==> src/rtl/handshake_constant_seq.sv <==
// handshake_constant_seq: each accepted ctrl token starts a burst of REPEAT beats
// (VALUE, VALUE+STEP, ...); a final beat completing can accept the next token with no bubble.
module handshake_constant_seq #(
  parameter int DATA_WIDTH = 32,
  parameter int VALUE      = 13,
  parameter int REPEAT     = 1,
  parameter int STEP       = 0
) (
  input  logic                  clk,
  input  logic                  rst,
  input  logic                  ctrl_valid,
  output logic                  ctrl_ready,
  output logic [DATA_WIDTH-1:0] outs,
  output logic                  outs_valid,
  input  logic                  outs_ready,
  output logic                  outs_last
);

  localparam int REM_W = $clog2(REPEAT + 1);
  localparam logic [DATA_WIDTH-1:0] VALUE_T = DATA_WIDTH'(VALUE);
  localparam logic [DATA_WIDTH-1:0] STEP_T  = DATA_WIDTH'(STEP);
  localparam logic [REM_W-1:0]      REM_ONE  = REM_W'(1);
  localparam logic [REM_W-1:0]      REM_FULL = REM_W'(REPEAT);
  localparam logic [0:0] IDLE = 1'b0;
  localparam logic [0:0] EMIT = 1'b1;

  if (REPEAT < 1 || REPEAT > 255) begin : g_bad_repeat
    $fatal(1, "handshake_constant_seq: REPEAT must be in 1..255");
  end

  logic [0:0]            state_r;
  logic [0:0]            state_nxt_s;
  logic [DATA_WIDTH-1:0] cur_r;
  logic [DATA_WIDTH-1:0] cur_nxt_s;
  logic [REM_W-1:0]      rem_r;
  logic [REM_W-1:0]      rem_nxt_s;
  logic                  last_beat_s;
  logic                  accept_s;
  logic                  xfer_s;

  // Handshake decode; ctrl_ready is gated by rst so no token slips in during reset.
  always_comb begin
    outs_valid  = (state_r == EMIT);
    last_beat_s = (rem_r == REM_ONE);
    outs_last   = outs_valid & last_beat_s;
    ctrl_ready  = rst & (~outs_valid | (last_beat_s & outs_ready));
    accept_s    = ctrl_valid & ctrl_ready;
    xfer_s      = outs_valid & outs_ready;
    if (outs_valid) begin
      outs = cur_r;
    end else begin
      outs = {DATA_WIDTH{1'b0}};
    end
  end

  // Next-state logic for the burst FSM and its beat value / countdown.
  always_comb begin
    state_nxt_s = state_r;
    cur_nxt_s   = cur_r;
    rem_nxt_s   = rem_r;
    case (state_r)
      IDLE: begin
        if (accept_s) begin
          state_nxt_s = EMIT;
          cur_nxt_s   = VALUE_T;
          rem_nxt_s   = REM_FULL;
        end else begin
          state_nxt_s = IDLE;
        end
      end
      EMIT: begin
        if (xfer_s && last_beat_s) begin
          if (accept_s) begin
            state_nxt_s = EMIT;
            cur_nxt_s   = VALUE_T;
            rem_nxt_s   = REM_FULL;
          end else begin
            state_nxt_s = IDLE;
            cur_nxt_s   = {DATA_WIDTH{1'b0}};
            rem_nxt_s   = {REM_W{1'b0}};
          end
        end else if (xfer_s) begin
          cur_nxt_s = cur_r + STEP_T;
          rem_nxt_s = rem_r - REM_ONE;
        end else begin
          state_nxt_s = EMIT;
        end
      end
      default: begin
        state_nxt_s = IDLE;
        cur_nxt_s   = {DATA_WIDTH{1'b0}};
        rem_nxt_s   = {REM_W{1'b0}};
      end
    endcase
  end

  // State registers; reset aborts any burst in progress.
  always_ff @(posedge clk or negedge rst) begin
    if (!rst) begin
      state_r <= IDLE;
      cur_r   <= {DATA_WIDTH{1'b0}};
      rem_r   <= {REM_W{1'b0}};
    end else begin
      state_r <= state_nxt_s;
      cur_r   <= cur_nxt_s;
      rem_r   <= rem_nxt_s;
    end
  end

endmodule

==> config.mk <==
export PLATFORM = sky130hd
export DESIGN_NAME = handshake_constant_seq
export DESIGN_NICKNAME = d
export VERILOG_FILES = /design/src/rtl/handshake_constant_seq.sv
export SDC_FILE = /design/constraint.sdc
export NUM_CORES = 1
export LEC_CHECK = 0
export CAP_MARGIN = 20
export CORE_AREA = 2 2 39 41
export CTS_BUF_LIST = sky130_fd_sc_hd__clkbuf_2 sky130_fd_sc_hd__clkbuf_4 sky130_fd_sc_hd__clkbuf_8
export CTS_CLUSTER_DIAMETER = 30
export DETAILED_ROUTE_END_ITERATION = 8
export DIE_AREA = 0 0 41 43
export GPL_TIMING_DRIVEN = 0
export HOLD_SLACK_MARGIN = 0.06
export PLACE_DENSITY = 0.81
export SKIP_CTS_REPAIR_TIMING = 1
export SLEW_MARGIN = 20
export SYNTH_ARGS = -nofsm -noshare
export SYNTH_HDL_FRONTEND = slang
export SYNTH_SLANG_ARGS = --single-unit
export TNS_END_PERCENT = 5
==> constraint.sdc <==
create_clock -name clk -period 2 [get_ports clk]
set_clock_uncertainty 0.1 [all_clocks]
set_input_delay 0.4 -clock clk [delete_from_list [all_inputs] [get_ports clk]]
set_output_delay 0.4 -clock clk [all_outputs]
set_load 0.1 [all_outputs]
==> results of run 1 <==
[power groups by stage]
stage                     Clock (mW)  Sequential, mW  Combinational [mW]
after floorplan                    0           0.167               0.666
after global placement             0           0.123               0.808
after detailed placement           0           0.125               0.814
after CTS                      0.124           0.125               0.814
after global routing           0.126           0.130               0.816
final                          0.119           0.125               0.791
[layout make-up]
cell class / instances / area, sq um
clock buffer: 4 / 30.0
multi-input combinational: 41 / 208
tap: 16 / 20.0
timing repair buffer: 9 / 75.1
buffer: 31 / 233
fill: 151 / 742
sequential: 3 / 76.3
[state kept, by name (all words and copies together), names as in the netlist]
signal       count
outs_valid       1
cur_r            1
last_beat_s      1
[path summary, 6_finish.rpt]
check / slack, ns / end / cells past startpoint / from
max: -0.07 / ctrl_ready / 3 / rst
min reg2reg: 0.48 / cur_r[2] / 1 / outs_valid
max in group asynchronous: 1.25 / outs_valid / 1 / rst
max reg2reg: 0.97 / cur_r[2] / 3 / last_beat_s
min: 0.31 / cur_r[2] / 1 / rst
min in group clk: 0.48 / cur_r[2] / 1 / outs_valid
[per-stage QoR]
step	area, sq um	TNS [ns]	std cells
2_1_floorplan	517	-0.0918	75
3_3_place_gp	627	-2.03	100
3_5_place_dp	627	-2.13	100
4_1_cts	657	-3.38	104
5_1_grt	642	-0.128	104
6_report	642	-0.0732	104
[critical path, cell delays in order]
cell	delay, ns
clkdlybuf4s50_1	0.62
a21boi_4	0.21
clkbuf_4	0.33
[cells in the final DEF, fill, tap and decap left out, drive strengths merged]
master,n
clkbuf,7
and2,2
o22ai,1
nand2,1
clkdlybuf4s50,3
and3b,1
a21boi,1
dfrtp,3
dlymetal6s2s,1
a211oi,1
o21ai,1
buf,33
a21oi,3
conb,29
a22o,1
[per-layer routing]
layer	track usage (%)	share of wire, %	vias up
met5	0	0	-
met4	8.00	0	0
met3	3.66	18	0
met2	10.3	49	22
met1	6.82	32	129
li1	-	-	175
[logic make-up (layout without fill, tap and decap cells)]
group                  count (synthesis)  in the layout  synth area share, %
AOI/OAI and AO/OA                      8              8                 14.2
and+or+nand+nor                        4              4                 7.26
DFF                                    3              3                 18.9
other                                  1             29                0.945
buffers and inverters                 31             44                 58.7
==> results.ini, run 1 <==
[outcome]
outcome = finished with violations
violations = setup timing

[global_route]
grt_util_all_layers_pct = 7.35
grt_max_degree = 10
antenna_found_initial = 0
grt_pass1_wl_microns = 821
first_global_vias = 220
overflow = 0

[detailed_routing]
wl_per_cell_microns = 6.06
vias = 326
drtIter0Drc = 0
wl_microns = 630
drc = 0
firstDrtPassIters = 1
route.antenna.remaining_nets = 0
viasPerCell = 3.13

[sta]
setup_slack_ns = -0.0732
final-hold-violation-count = 0
max-slew-margin-rel_pct = 35.2
min_period_ns = 2.07
hold_ws_ns = 0.313
rsz0062_at_grt = true
max_freq_mhz = 482
slew_violations = 0
setup_viol = 1
worstMarginPinSlew_ns = 0.970
post-route-period-util_pct = 104

[cells_and_area]
n_antenna_cell = 0
layout.nets = 93
syn_to_final_growth_pct = 61.8
drive_gt1_share_pct = 53.4
utilization_pct = 46.4

[power]
switching_share_pct = 67.2
total_power_mw = 1.03
p_clk_share_pct = 11.5
combPwrFrac_pct = 76.4
ir_worst_vdd_v = 0.000475
cellPowerDensity_nw_per_um2 = 1610
intPower_uw = 339
p_sw_uw = 695
p_leak_nw = 0.403
power_frac_seq_pct = 12.1

[synth]
ys_seq_area_share_pct = 18.9
synth-seq-cells = 3
ys_async_sr_fraction_pct = 100
yosys_warnings = 0
synth.most_common_cell = buf_4
synth_area_leader_cell = buf_4
ys.flop_type = dfrtp_1
netlist_area_sq_um = 397
synth_area_per_cell_sq_um = 8.44
synth_cell_types = 13
synth_area_leaders = buf_4 59%, dfrtp_1 19%, a21oi_1 3.8%
synth_edf_count = 0
synth_cells = 47
synth_top_area_share_pct = 58.7
yosys-top-cells-count = 31 x buf_4, 3 x a21oi_1, 3 x dfrtp_1

[clocking]
cts.path.max_buffers = 2
h-tree-depth = 1
path_clk_slew_ns = 0.04
numCtsBuffers = 3
cts-root-buf = clkbuf_4
clk_latency_ns = 0.23
tritoncts = built
cts_sinks = 3

[critical_path]
critPathArrivalTime_ns = 1.57
cp_data_required_time_ns = 1.50
cp_max_fo = 8
setup.worst_path.start_class = input port
end_kind = output pin
criticalPathCategory = input port to output pin

[die]
die_w_microns = 41
rows = 14
coreArea_sq_um = 1380
die-area_sq_um = 1760
die_h_microns = 43
ios = 39
initial_core_util_pct = 28.7

[place]
port_buffers = 9
detailedPlace.worstSlack_ns = -0.884
place.gp.congestion = 0.527

[run]
max_cap_violations = 0

[min_path]
hp-class = input port to asynchronous set/reset pin

(Power assumes the default switching activity.)
==> run 2: changes to the inputs <==
--- a/config.mk
+++ b/config.mk
@@ -13,8 +13,10 @@
 export DIE_AREA = 0 0 41 43
 export GPL_TIMING_DRIVEN = 0
 export HOLD_SLACK_MARGIN = 0.06
+export MAX_ROUTING_LAYER = met4
 export PLACE_DENSITY = 0.81
 export SKIP_CTS_REPAIR_TIMING = 1
+export SKIP_LAST_GASP = 1
 export SLEW_MARGIN = 20
 export SYNTH_ARGS = -nofsm -noshare
 export SYNTH_HDL_FRONTEND = slang
==> run 2 against run 1 <==
Net effect: the flow still finishes with violations (setup timing); sequential power barely moved; non-clock buffer count did not move; flip-flop and latch count did not move; core utilization rose by 1.6 points; count of clock-buffer cells in the layout did not move; clock power barely moved; critical endpoint unchanged.
==> results.ini, run 2 (synthesized netlist as in run 1, its figures left out) <==
[outcome]
outcome = finished with violations  ; unchanged
violations = setup timing  ; unchanged

[clocking]
cts.path.max_buffers = 2  ; unchanged
clk_latency_ns = 0.23  ; about the same
path_clk_slew_ns = 0.04  ; about the same
tritoncts = built  ; unchanged
cts-root-buf = clkbuf_4  ; unchanged
cts_sinks = 3  ; unchanged
numCtsBuffers = 3  ; unchanged
h-tree-depth = 1  ; unchanged

[cells_and_area]
multi_input_comb_area_sq_um = 208  ; unchanged
layout.nets = 93  ; unchanged
nFillCells = 144  ; was 151
final_common_cell = buf_4  ; unchanged
drive_gt1_share_pct = 48.9  ; was 53.4%
n_antenna_cell = 0  ; unchanged
utilization_pct = 48.0  ; was 46.4%
syn_to_final_growth_pct = 67.5  ; was 61.8%
final_cell_mix = 31 x buf_4, 29 x conb_1, 5 x dlymetal6s2s_1  ; was 33 x buf_4, 29 x conb_1, 5 x clkbuf_4
regArea_sq_um = 76.3  ; unchanged
final_area_sq_um = 664  ; was 642 sq um

[critical_path]
setup.worst_path.start_class = input port  ; unchanged
crit_buf_inv = 2  ; unchanged
crit_path_cell_trace = clkdlybuf4s50_1 -> a21boi_4 -> clkbuf_2  ; was clkdlybuf4s50_1 -> a21boi_4 -> clkbuf_4
cp_data_required_time_ns = 1.50  ; about the same
end_kind = output pin  ; unchanged
critPathArrivalTime_ns = 1.70  ; was 1.57 ns
cpMaxStageDelayCell = clkdlybuf4s50_1  ; unchanged
cp_max_fo = 8  ; unchanged
criticalPathCategory = input port to output pin  ; unchanged
critPathMaxStageDelay_ns = 0.62  ; about the same
critPathTopFamily = buffers and inverters  ; unchanged

[sta]
worstMarginPinSlew_ns = 0.970  ; about the same
max_freq_mhz = 454  ; was 482 MHz
setup_viol = 5  ; was 1
final-hold-violation-count = 0  ; unchanged
post-route-period-util_pct = 110  ; was 104%
max-slew-margin-rel_pct = 35.2  ; about the same
hold_ws_ns = 0.313  ; about the same
rsz0062_at_grt = true  ; unchanged
min_period_ns = 2.20  ; was 2.07 ns
slew_violations = 0  ; unchanged
setup_slack_ns = -0.201  ; was -0.0732 ns

[global_route]
grt_util_all_layers_pct = 7.53  ; was 7.35%
antenna_found_initial = 0  ; unchanged
grt_max_degree = 10  ; unchanged
grt_pass1_wl_microns = 821  ; unchanged
first_global_vias = 220  ; unchanged
overflow = 0  ; unchanged

[die]
die_h_microns = 43  ; unchanged
initial_core_util_pct = 28.7  ; unchanged
ios = 39  ; unchanged
coreArea_sq_um = 1380  ; unchanged
die-area_sq_um = 1760  ; unchanged
die_w_microns = 41  ; unchanged
rows = 14  ; unchanged

[power]
cellPowerDensity_nw_per_um2 = 1580  ; was 1610 nW/um^2
ir_worst_vdd_v = 0.000509  ; was 0.000475 V
p_leak_nw = 0.457  ; was 0.403 nW

[detailed_routing]
drc = 0  ; unchanged
vias = 325  ; was 326
firstDrtPassIters = 1  ; unchanged
drtIter0Drc = 0  ; unchanged
route.antenna.remaining_nets = 0  ; unchanged
wl_microns = 631  ; was 630 microns
viasPerCell = 3.13  ; about the same
wl_per_cell_microns = 6.07  ; was 6.06 microns

[min_path]
hp-class = input port to asynchronous set/reset pin  ; unchanged

[run]
max_cap_violations = 0  ; unchanged

[place]
port_buffers = 9  ; unchanged
place.gp.congestion = 0.528  ; was 0.527
dpl-instance-area_sq_um = 627  ; unchanged

## run 2: metal layers
layer	vias to the layer above	share of wire (%)	global-route usage (%)	wire, microns
met5	-	0	-	0
met2	22	49	10.3	311
met3	0	19	3.66	117
li1	175	-	-	-
met4	0	0	8.00	0
met1	128	32	6.82	201
## run 2: final timing paths
kind / from / endpoint / slack [ns] / depth (start not counted)
setup reg to reg: last_beat_s / cur_r[2] / 0.97 / 3
hold reg to reg: outs_valid / cur_r[2] / 0.48 / 1
hold / removal: rst / cur_r[2] / 0.31 / 1
max in group asynchronous: rst / outs_valid / 1.25 / 1
setup / recovery: rst / ctrl_ready / -0.20 / 3
min in group clk: outs_valid / cur_r[2] / 0.48 / 1
## run 2: through the flow
| step | instances | power (mW) | setup TNS, ns | setup WS, ns |
|---|---|---|---|---|
| 2_1_floorplan | 75 | 0.833 | -0.0918 | -0.0459 |
| 3_5_place_dp | 100 | 0.939 | -2.13 | -0.884 |
| 6_report | 104 | 1.05 | -0.718 | -0.201 |
| 5_1_grt | 104 | 1.09 | -0.959 | -0.261 |
| 3_3_place_gp | 100 | 0.931 | -2.03 | -0.867 |
| 4_1_cts | 104 | 1.06 | -3.38 | -0.886 |
## run 2: cell type report
class | instances | area share, %
buffer | 31 | 35.0
clock buffer | 4 | 4.52
multi-input combinational | 41 | 31.3
sequential | 3 | 11.5
tap | 16 | 3.01
timing repair buffer | 9 | 14.7
## run 2: power breakdown
group | leakage, nW | internal, mW | switching, mW
Combinational | 0.404 | 0.178 | 0.628
Clock | 0.0184 | 0.0882 | 0.0304
Sequential | 0.0346 | 0.0895 | 0.0356
Total | 0.457 | 0.356 | 0.694
